===== config.mk =====
export PLATFORM = sky130hd
export DESIGN_NAME = vga_apb_pixel_master
export DESIGN_NICKNAME = d
export VERILOG_FILES = /design/src/rtl/vga_apb_pixel_master.sv
export SDC_FILE = /design/constraint.sdc
export NUM_CORES = 1
export LEC_CHECK = 0
export CORE_MARGIN = 2
export CORE_UTILIZATION = 57
export CTS_BUF_LIST = sky130_fd_sc_hd__clkbuf_8 sky130_fd_sc_hd__clkbuf_16
export CTS_CLUSTER_DIAMETER = 60
export CTS_CLUSTER_SIZE = 16
export DETAILED_ROUTE_END_ITERATION = 10
export GPL_TIMING_DRIVEN = 0
export PLACE_DENSITY = 0.91
export SLEW_MARGIN = 20
export SYNTH_ARGS = -nofsm -noshare
export SYNTH_HDL_FRONTEND = slang
export SYNTH_SLANG_ARGS = --single-unit

===== constraint.sdc =====
create_clock -name clk_i -period 5.75 [get_ports clk_i]
set_clock_uncertainty 0.15 [all_clocks]
set_input_delay 1.15 -clock clk_i [delete_from_list [all_inputs] [get_ports clk_i]]
set_output_delay 1.15 -clock clk_i [all_outputs]
set_load 0.005 [all_outputs]

===== src/rtl/vga_apb_pixel_master.sv =====
// APB initiator for the VGA pixel-write slave: buffers (x, y, color) requests in a
// small FIFO and turns each one into four APB writes (X, Y, COLOR, WE).
//
// state  | meaning
// IDLE   | no transfer; waiting for a buffered pixel
// SETUP  | APB setup phase (psel=1, penable=0)
// ACCESS | APB access phase; waiting for pready or timeout
module vga_apb_pixel_master #(
    parameter int                        APB_ADDR_WIDTH = 12,
    parameter int                        APB_DATA_WIDTH = 32,
    parameter logic [APB_ADDR_WIDTH-1:0] BASE_ADDR      = '0,
    parameter int                        FIFO_DEPTH     = 4,
    parameter int                        TIMEOUT_CYCLES = 16
) (
    input  logic                      clk_i,
    input  logic                      rstn_i,
    input  logic                      pix_valid_i,
    output logic                      pix_ready_o,
    input  logic [10:0]               pix_x_i,
    input  logic [10:0]               pix_y_i,
    input  logic                      pix_color_i,
    output logic [APB_ADDR_WIDTH-1:0] apb_paddr_o,
    output logic [APB_DATA_WIDTH-1:0] apb_pwdata_o,
    output logic                      apb_pwrite_o,
    output logic                      apb_psel_o,
    output logic                      apb_penable_o,
    input  logic [APB_DATA_WIDTH-1:0] apb_prdata_i,
    input  logic                      apb_pready_i,
    input  logic                      apb_pslverr_i,
    output logic                      busy_o,
    output logic                      err_o,
    input  logic                      err_clr_i
);

    localparam int PW = $clog2(FIFO_DEPTH);
    localparam int CW = $clog2(FIFO_DEPTH + 1);
    localparam int TW = $clog2(TIMEOUT_CYCLES + 1);

    typedef struct packed {
        logic [10:0] x;
        logic [10:0] y;
        logic        color;
    } pix_t;

    typedef enum logic [1:0] {S_IDLE, S_SETUP, S_ACCESS} state_t;

    state_t                    state_q;
    pix_t                      mem_q [FIFO_DEPTH];
    pix_t                      head;
    pix_t                      work_q;
    logic [PW-1:0]             wptr_q, rptr_q;
    logic [CW-1:0]             cnt_q, cnt_nxt;
    logic                      rdy_q;
    logic                      push, pop, empty;
    logic [1:0]                idx_q;
    logic [TW-1:0]             tmo_q;
    logic                      xfer_end, err_set;
    logic                      err_q, psel_q, penable_q, pwrite_q;
    logic [APB_ADDR_WIDTH-1:0] paddr_q;
    logic [APB_DATA_WIDTH-1:0] pwdata_q;
    logic                      unused_prdata;

    assign unused_prdata = ^apb_prdata_i;

    function automatic logic [APB_ADDR_WIDTH-1:0] addr_of(input logic [1:0] idx);
        addr_of = BASE_ADDR + APB_ADDR_WIDTH'({idx, 2'b00});
    endfunction

    function automatic logic [APB_DATA_WIDTH-1:0] data_of(input logic [1:0] idx, input pix_t p);
        case (idx)
            2'd0:    data_of = APB_DATA_WIDTH'(p.x);
            2'd1:    data_of = APB_DATA_WIDTH'(p.y);
            2'd2:    data_of = APB_DATA_WIDTH'(p.color);
            default: data_of = APB_DATA_WIDTH'(1);
        endcase
    endfunction

    assign empty = (cnt_q == '0);
    assign push  = pix_valid_i & rdy_q;
    assign head  = mem_q[rptr_q];

    always_comb begin
        cnt_nxt = cnt_q;
        if (push && !pop)
            cnt_nxt = cnt_q + CW'(1);
        else if (pop && !push)
            cnt_nxt = cnt_q - CW'(1);
    end

    // Ready is registered from the next count, so it never depends on a same-cycle pop.
    always_ff @(posedge clk_i or negedge rstn_i) begin
        if (!rstn_i) begin
            wptr_q <= '0;
            rptr_q <= '0;
            cnt_q  <= '0;
            rdy_q  <= 1'b0;
        end else begin
            if (push)
                wptr_q <= wptr_q + PW'(1);
            if (pop)
                rptr_q <= rptr_q + PW'(1);
            cnt_q <= cnt_nxt;
            rdy_q <= (cnt_nxt != CW'(FIFO_DEPTH));
        end
    end

    always_ff @(posedge clk_i) begin
        if (push)
            mem_q[wptr_q] <= {pix_x_i, pix_y_i, pix_color_i};
    end

    // A pixel ends on its last write, on pslverr, or on timeout; all share one exit path.
    always_comb begin
        xfer_end = 1'b0;
        err_set  = 1'b0;
        if (state_q == S_ACCESS) begin
            if (apb_pready_i) begin
                xfer_end = apb_pslverr_i || (idx_q == 2'd3);
                err_set  = apb_pslverr_i;
            end else begin
                xfer_end = (tmo_q == TW'(1));
                err_set  = (tmo_q == TW'(1));
            end
        end
        pop = !empty && ((state_q == S_IDLE) || xfer_end);
    end

    always_ff @(posedge clk_i or negedge rstn_i) begin
        if (!rstn_i) begin
            state_q   <= S_IDLE;
            work_q    <= '0;
            idx_q     <= '0;
            tmo_q     <= '0;
            err_q     <= 1'b0;
            psel_q    <= 1'b0;
            penable_q <= 1'b0;
            pwrite_q  <= 1'b0;
            paddr_q   <= '0;
            pwdata_q  <= '0;
        end else begin
            if (err_set)
                err_q <= 1'b1;
            else if (err_clr_i)
                err_q <= 1'b0;

            if (pop) begin
                work_q    <= head;
                idx_q     <= 2'd0;
                tmo_q     <= TW'(TIMEOUT_CYCLES);
                state_q   <= S_SETUP;
                psel_q    <= 1'b1;
                penable_q <= 1'b0;
                pwrite_q  <= 1'b1;
                paddr_q   <= addr_of(2'd0);
                pwdata_q  <= data_of(2'd0, head);
            end else begin
                case (state_q)
                    S_IDLE: ;
                    S_SETUP: begin
                        state_q   <= S_ACCESS;
                        penable_q <= 1'b1;
                    end
                    S_ACCESS: begin
                        if (xfer_end) begin
                            state_q   <= S_IDLE;
                            psel_q    <= 1'b0;
                            penable_q <= 1'b0;
                            pwrite_q  <= 1'b0;
                        end else if (apb_pready_i) begin
                            idx_q     <= idx_q + 2'd1;
                            tmo_q     <= TW'(TIMEOUT_CYCLES);
                            state_q   <= S_SETUP;
                            penable_q <= 1'b0;
                            paddr_q   <= addr_of(idx_q + 2'd1);
                            pwdata_q  <= data_of(idx_q + 2'd1, work_q);
                        end else begin
                            tmo_q <= tmo_q - TW'(1);
                        end
                    end
                    default: state_q <= S_IDLE;
                endcase
            end
        end
    end

    assign pix_ready_o   = rdy_q;
    assign apb_paddr_o   = paddr_q;
    assign apb_pwdata_o  = pwdata_q;
    assign apb_pwrite_o  = pwrite_q;
    assign apb_psel_o    = psel_q;
    assign apb_penable_o = penable_q;
    assign busy_o        = (state_q != S_IDLE) | ~empty;
    assign err_o         = err_q;

endmodule


Yosys cells after proc, flatten, opt, wreduce, memory -nomap -nowiden
Memories as Yosys holds them, arrays and structs flattened.
Index checks and enable logic that the tools add are counted.
{"block": "totals", "elab_cells": 95, "ff_bits": 87, "out_inout_bits": 50, "mem_bits_ro": 0, "latch_bits": 0, "memories": 1, "ramBits": 92, "inputBits": 61}
{"block": "classes", "n_div": 0, "addsub": 6, "magnitude_cmp": 0, "eq_ne": 10, "shifts": 0, "n_bitwise": 3, "n_mul": 0, "mux": 38, "reduce_logical": 22}
{"memory": "mem_q", "depth": 4, "width": 23, "read_ports": 1, "rd_clocked_by_memory_dff": 0, "wr": 1, "line_no": "48", "rtl": "pix_t mem_q [FIFO_DEPTH];"}
{"operator": "32-bit 2-to-1 mux", "n": 4}
{"operator": "12-bit 2-to-1 mux", "n": 4}
{"operator": "11-bit case mux with 3 select lines", "n": 1}
{"operator": "5-bit 2-to-1 mux", "n": 4}
{"operator": "1-bit 2-to-1 mux", "n": 14}
{"operator": "2-bit 2-to-1 mux", "n": 7}
{"operator": "2-bit nonzero test", "n": 5}
{"operator": "2-bit AND reduction", "n": 4}
{"operator": "2-bit by 1-bit adder with 2-bit output, second input constant", "n": 3}
{"operator": "2-bit == test, second input constant", "n": 3}
{"operator": "3-bit 2-to-1 mux", "n": 2}
{"operator": "2-bit case mux with 3 select lines", "n": 1}
{"operator": "5-bit by 1-bit == test with 1-bit output, second input constant", "n": 1}
{"operator": "5-bit by 1-bit subtractor with 5-bit output, second input constant", "n": 1}
{"operator": "2-bit by 1-bit == test with 1-bit output, second input constant", "n": 2}
{"operator": "2-bit logical NOT", "n": 2}
{"operator": "2-bit inequality test, second input constant", "n": 2}
{"operator": "4-bit inequality test, second input constant", "n": 1}
{"operator": "3-bit by 1-bit adder with 3-bit output, second input constant", "n": 1}
{"operator": "1-bit logical AND", "n": 3}
{"operator": "1-bit logical NOT", "n": 3}
{"operator": "3-bit logical NOT", "n": 1}
{"operator": "3-bit inequality test, second input constant", "n": 1}
{"operator": "3-bit AND reduction", "n": 1}
{"operator": "other kinds (7)", "n": 8}

Logic depth before layout (Yosys ltp)
Gate-level depths: netlist of run 1.
{"block": "depth", "word_depth": 10, "depth_mapped": 9, "mapped_depth_nobuf": 7}

Least setup slack after synthesis of run 1
Ideal clock, no wire load.
{"block": "synth_timing", "kind": "reg2out", "start": "reg cnt_q[0]", "end": "out busy_o", "t_required_ps": 4450, "path_stages_with_launch": 5, "slack_ps": 3130, "arrival_ps": 1320, "n_path_buf": 0, "cell_sequence": "dfrtp_1 -> inv_1 -> ha_1 -> or2b_2 -> or3_1"}
{"block": "synth_between", "elab_chain_cells": 3}
{"element": "start, declared", "line_no": "52", "rtl": "logic [CW-1:0] cnt_q, cnt_nxt;"}
{"element": "start signal, assigned", "line_no": "102", "rtl": "cnt_q <= cnt_nxt;"}
{"element": "3-bit logical NOT", "line_no": "78", "rtl": "assign empty = (cnt_q == '0);"}
{"element": "1-bit NOT", "line_no": "192", "rtl": "assign busy_o = (state_q != S_IDLE) | ~empty;"}
{"element": "1-bit bitwise OR", "line_no": "192"}
{"element": "end, declared", "line_no": "30", "rtl": "output logic busy_o,"}
Every way passes these cells.

Worst setup path in the final report of run 1
Ends and elaborated chain as after synthesis.

==> qor.yml, run 1 <==
outcome:
  outcome: "complete, no violations"
floorplanning:
  rows: 38
  die_width_um: 109
  fp.coreArea_um2: 10800
  die_area_um2: 11900
  num_io_pins: 111
  initial_core_util: 0.583
  die_y_um: 109
power:
  irDropWorstVdd_uv: 293
  comb_power_share: 0.353
  switchingPower_mw: 1.36
  seqPwrFrac: 0.386
  p_int_mw: 2.79
  sw_frac_of_total: 0.328
  power.leakage_nw: 3.19
  power_frac_clock: 0.261
  p_total_mw: 4.15
  power.density_nw_per_um2: 540
place:
  placed_area_um2: 7080
  dpl.cell_count: 652
  place_ws_ns: 2.46
  dp_hpwl_um: 7950
  gp_congestion: 0.814
  io_buffers: 47
worst_setup_path:
  critPathSlowestCell: "dfrtp_1"
  cp_slowest_stage_delay_ns: 0.46
  critPathMaxFanout: 5
  end_kind: "primary output"
  critPathArrivalTime_ns: 2.44
  crit_chain: "inv_1, ha_1, or2b_2, or3_1, clkdlybuf4s50_1"
  worst_ep_required_time_ns: 4.45
  start_kind: "register"
  crit_type: "reg -> out"
timing:
  hold_slack_ns: 0.332
  max_slew_margin: 0.553
  finalSetupViolCount: 0
  slew_violations: 0
  setup_tns_ns: 0
  hold_viol_final: 0
  rsz0062_at_grt: "false"
  tightest_slew_ns: 0.671
  fmax_mhz: 267
  post-route-period-util: 0.650
  min_period_ns: 3.74
  setup_ws_ns: 2.01
synthesis:
  synthCells: 435
  netlist_area_um2: 6320
  synth_edf_count: 92
  syn_avg_cell_area_um2: 14.5
  synth-seq-cells: 146
  synth_ff_type: "edfxtp_1"
  synthArstFlopShare: 0.370
  yosysWarnings: 0
  seq_area_frac_synth: 0.651
  synth_cell_types: 50
cts:
  htree_num_levels: 4
  clock_sinks: 146
  post_cts_buffers: 0
  cts_tree: "built"
  clk_latency_ns: 0.53
  cts_buffers: 17
  root_buffer: "clkbuf_8"
  clockBufferDepth: 2
  cts_resized: 0
  postCtsHoldBufs: 0
  path_clk_slew_ns: 0.06
global_route:
  grt_pass1_vias: 3755
  overflow: 0
  grt_max_degree: 55
  grtUsageTotal: 0.217
  antenna_found_initial: 0
  grt_pass1_wl_um: 18900
layout:
  antenna_cells: 0
  nFillCells: 699
  multiInputGateArea_um2: 1920
  area_delta_synth_final_pct: 21.5
  fin_nets: 606
  final_cell_area_um2: 7680
  utilization: 0.709
  drive_above_1_share: 0.219
  seqCellArea_um2: 4110
  finalNonFillerCells: 684
route:
  top_layer: "met4"
  drt_wl_total_um: 11900
  met3_length_um: 925
  avgViaCountPerCell: 5.53
  wl_per_cell_um: 17.5
  drt-initial-drc-count: 214
  wl_met1_um: 4800
  drc: 0
  drt_pass1_iterations: 7
  vias: 3782
  ant_nets: 0
  met2_length_um: 6020
flow_run:
  drv_cap: 0
hold_path:
  hold_class: "reg -> reg"
## worst paths after layout
kind / slack, ns / startpoint / endpoint / cells after the start
worst max-delay path: 2.01 / cnt_q[0]$_DFF_PN0_ / busy_o / 5
worst min-delay path: 0.33 / work_q[7]$_DFFE_PN0P_ / work_q[7]$_DFFE_PN0P_ / 2
worst max register to register: 3.38 / rptr_q[1]$_DFFE_PN0P_ / work_q[0]$_DFFE_PN0P_ / 6
worst min register to register: 0.33 / work_q[7]$_DFFE_PN0P_ / work_q[7]$_DFFE_PN0P_ / 2
max in group asynchronous: 4.49 / rstn_i / work_q[10]$_DFFE_PN0P_ / 1
min in group asynchronous: 0.51 / rstn_i / pix_ready_o$_DFF_PN0_ / 1
## kinds of logic (layout without fill, tap and decap cells)
kind of cell	Yosys count	count (layout)	synth area share
mux	26	26	0.0849
buf+inv	61	140	0.0636
fa+ha+maj	14	14	0.0277
compound gates	75	75	0.0794
xor+xnor	7	7	0.00970
simple gates	105	105	0.0832
other cells	1	31	0.000593
flops	146	146	0.651
## registers in the layout, indices dropped and copies added, names as in the netlist
name	count
work_q	23
wptr_q	2
err_o	1
cnt_q	3
idx_q	2
apb_pwdata_o	11
pix_ready_o	1
state_q	2
rptr_q	2
apb_pwrite_o	1
mem_q	92
tmo_q	5
apb_penable_o	1
## critical path: cells and delay by family, from the launching register on
kind                       cells  cell delay [ns]
and+or+nand+nor                2             0.66
adders and majority gates      1             0.18
buffers and inverters          2             0.61
DFF                            1             0.46
## synthesized netlist by cell type, types with 2 or more instances
cell	n	area, um2
a21o_1	10	75.1
a21oi_1	17	85.1
a22o_1	10	87.6
a22oi_1	2	15.0
and3_1	14	87.6
buf_2	6	30.0
buf_4	34	255
buf_6	4	45.0
clkbuf_1	5	18.8
dfrtp_1	54	1350
edfxtp_1	92	2760
ha_1	14	175
inv_1	11	41.3
mux2i_1	3	30.0
mux4_2	22	495
nand2_1	63	236
nand4_1	2	12.5
nor2_1	7	26.3
nor2b_1	3	18.8
nor4b_1	2	17.5
o211ai_1	3	22.5
o21ai_0	12	60.1
o21ai_1	11	55.1
o22ai_1	2	12.5
or3_2	2	15.0
xnor2_1	6	52.6
## metal layers
layer	GRT usage	up-vias
li1	-	1737
met1	0.282	1861
met2	0.358	165
met3	0.0522	19
met4	0.0841	0
met5	0	-
## area by class of cell
cell class / instances / area share
plain buffers: 50 / 0.0469
clock buffers: 21 / 0.0655
clock inverters: 11 / 0.0127
inverters: 11 / 0.00538
multi-input cells: 258 / 0.250
flip-flops and latches: 146 / 0.536
well taps: 140 / 0.0228
repair buffers: 47 / 0.0609
## cells in the final DEF (no fill, tap or decap), drive strengths merged, types with 6 or more instances in the layout
| cell type | netlist | routed |
|---|---|---|
| inv | 11 | 15 |
| ha | 14 | 14 |
| mux4 | 22 | 22 |
| buf | 44 | 45 |
| clkbuf | 5 | 26 |
| xnor2 | 6 | 6 |
| clkinv | 0 | 6 |
| a21oi | 19 | 19 |
| nor2 | 8 | 8 |
| a21o | 12 | 12 |
| o21ai | 24 | 24 |
| a22o | 10 | 10 |
| edfxtp | 92 | 92 |
| nand2 | 64 | 64 |
| and3 | 14 | 14 |
| conb | 1 | 31 |
| dfrtp | 54 | 54 |
| clkdlybuf4s50 | 1 | 47 |
## power groups by stage
stage / registers [mW] / clock network (mW) / logic [mW]
floorplan: 1.57 / 0 / 1.03
global placement: 1.59 / 0 / 1.39
detailed placement: 1.62 / 0 / 1.45
CTS: 1.60 / 1.09 / 1.47
global route: 1.63 / 1.14 / 1.62
finish: 1.60 / 1.08 / 1.46
Power figures use the tool's default switching activity.
==> run 2, diff against run 1 <==
- CORE_UTILIZATION: 57 -> 48
- PLACE_DENSITY: 0.91 -> 0.83
- clock period: 5.75 -> 3.1 ns (I/O delays scaled with it)
==> run 2 against run 1 <==
Net effect:
- critical path depth unchanged
- hold slack worse by 0.25 ns
- die area increased by 18%
==> qor.yml, run 2 (synthesized netlist as in run 1, its figures left out) <==
outcome:
  outcome: "complete, no violations"
layout:
  finalNonFillerCells: 715
  top_register: "mem_q"
  seqCellArea_um2: 4110
  antenna_cells: 0
  multiInputGateArea_um2: 1920
  layout_commonest_cell: "edfxtp_1"
  utilization: 0.607
  drive_above_1_share: 0.221
  nFillCells: 956
  largest_reg_flops: 92
  fin_nets: 606
  area_delta_synth_final_pct: 22.3
  final_cell_mix: "92 x edfxtp_1, 63 x nand2_1, 54 x dfrtp_1"
timing:
  fmax_mhz: 332
  hold_slack_ns: 0.0782
  tightest_slew_ns: 0.689
  setup_tns_ns: 0
  slew_violations: 0
  max_slew_margin: 0.541
  hold_viol_final: 0
  min_period_ns: 3.01
  finalSetupViolCount: 0
  post-route-period-util: 0.972
  rsz0062_at_grt: "false"
route:
  drt-initial-drc-count: 298
  vias: 3761
  avgViaCountPerCell: 5.26
  wl_per_cell_um: 17.3
  drt_pass1_iterations: 5
  drt_wl_total_um: 12400
  ant_nets: 0
  drc: 0
cts:
  path_clk_slew_ns: 0.06
  post_cts_buffers: 0
  clock_sinks: 146
  clk_latency_ns: 0.41
  cts_tree: "built"
  htree_num_levels: 4
  clockBufferDepth: 2
  root_buffer: "clkbuf_16"
  cts_buffers: 17
hold_path:
  hold_class: "in -> async"
global_route:
  antenna_found_initial: 0
  grt_max_degree: 55
  overflow: 0
  grtUsageTotal: 0.186
  grt_pass1_wl_um: 19900
  grtUsageMet1: 0.231
  top_usage_layer: "met2"
  met3_usage: 0.0579
  grt_pass1_vias: 3892
  grtUsageMet2: 0.314
worst_setup_path:
  critPathMaxFanout: 5
  end_kind: "primary output"
  start_kind: "register"
  crit_type: "reg -> out"
  worst_ep_required_time_ns: 2.33
  critPathArrivalTime_ns: 2.24
floorplanning:
  die_y_um: 119
  rows: 41
  initial_core_util: 0.497
  die_width_um: 119
  die_area_um2: 14100
  fp.coreArea_um2: 12700
  num_io_pins: 111
power:
  power.density_nw_per_um2: 1010
  irDropWorstVdd_uv: 532
  power.leakage_nw: 3.18
place:
  dpl.cell_count: 684
  io_buffers: 47
  gp_congestion: 0.873
  dp_hpwl_um: 8210
flow_run:
  drv_cap: 0
-- run 2: stage by stage --
stage               cell area [um2]  total power, mW  setup slack (ns)
finish                         7730             7.78            0.0865
global route                   7730             8.24            0.0132
CTS                            7730             7.83            0.0207
detailed placement             7120             5.72             0.326
global placement               7120             5.56            -0.267
floorplan                      6430             4.83              1.01
-- run 2: critical path, cell delays in order (launching register included) --
cell and delay, ns:
dfrtp_1 0.45, inv_2 0.12, ha_1 0.16, or2b_2 0.33, or3_1 0.32, clkdlybuf4s50_1 0.45
-- run 2: area by class of cell --
| cell class | instances | area share |
|---|---|---|
| Inverter | 11 | 0.00534 |
| Buffer | 50 | 0.0466 |
| Clock inverter | 14 | 0.0233 |
| Multi-Input combinational cell | 258 | 0.249 |
| Clock buffer | 17 | 0.0551 |
| Tap cell | 172 | 0.0279 |
| Timing Repair Buffer | 47 | 0.0606 |
| Sequential cell | 146 | 0.532 |
-- run 2: power breakdown --
group	switching (mW)	total [mW]	leakage, nW	internal (mW)
Clock	0.805	2.08	0.296	1.28
Combinational	1.47	2.74	1.37	1.27
Sequential	0.292	2.97	1.51	2.67
Total	2.57	7.78	3.18	5.21
-- run 2: what timing repair did --
action,in CTS,in global routing
endpoints found under the hold margin,0,0
gates resized for setup,0,1
setup endpoints to repair,0,1
hold buffers,0,0
-- run 2: final timing paths --
path,startpoint,depth (start not counted),slack (ns),to
worst max register to register,rptr_q[1]$_DFFE_PN0P_,6,0.60,work_q[0]$_DFFE_PN0P_
worst min-delay path,rstn_i,1,0.08,wptr_q[0]$_DFFE_PN0P_
min in group clk_i,apb_pwdata_o[2]$_DFFE_PN0P_,2,0.33,apb_pwdata_o[2]$_DFFE_PN0P_
worst max-delay path,cnt_q[0]$_DFF_PN0_,5,0.09,busy_o
worst min register to register,apb_pwdata_o[2]$_DFFE_PN0P_,2,0.33,apb_pwdata_o[2]$_DFFE_PN0P_
max in group asynchronous,rstn_i,1,2.23,work_q[20]$_DFFE_PN0P_
-- run 2: metal layers --
metal / part of all wire / vias up
li1: - / 1730
met1: 0.41 / 1879
met2: 0.51 / 140
met3: 0.071 / 12
met4: 0.0099 / 0
met5: 0 / -
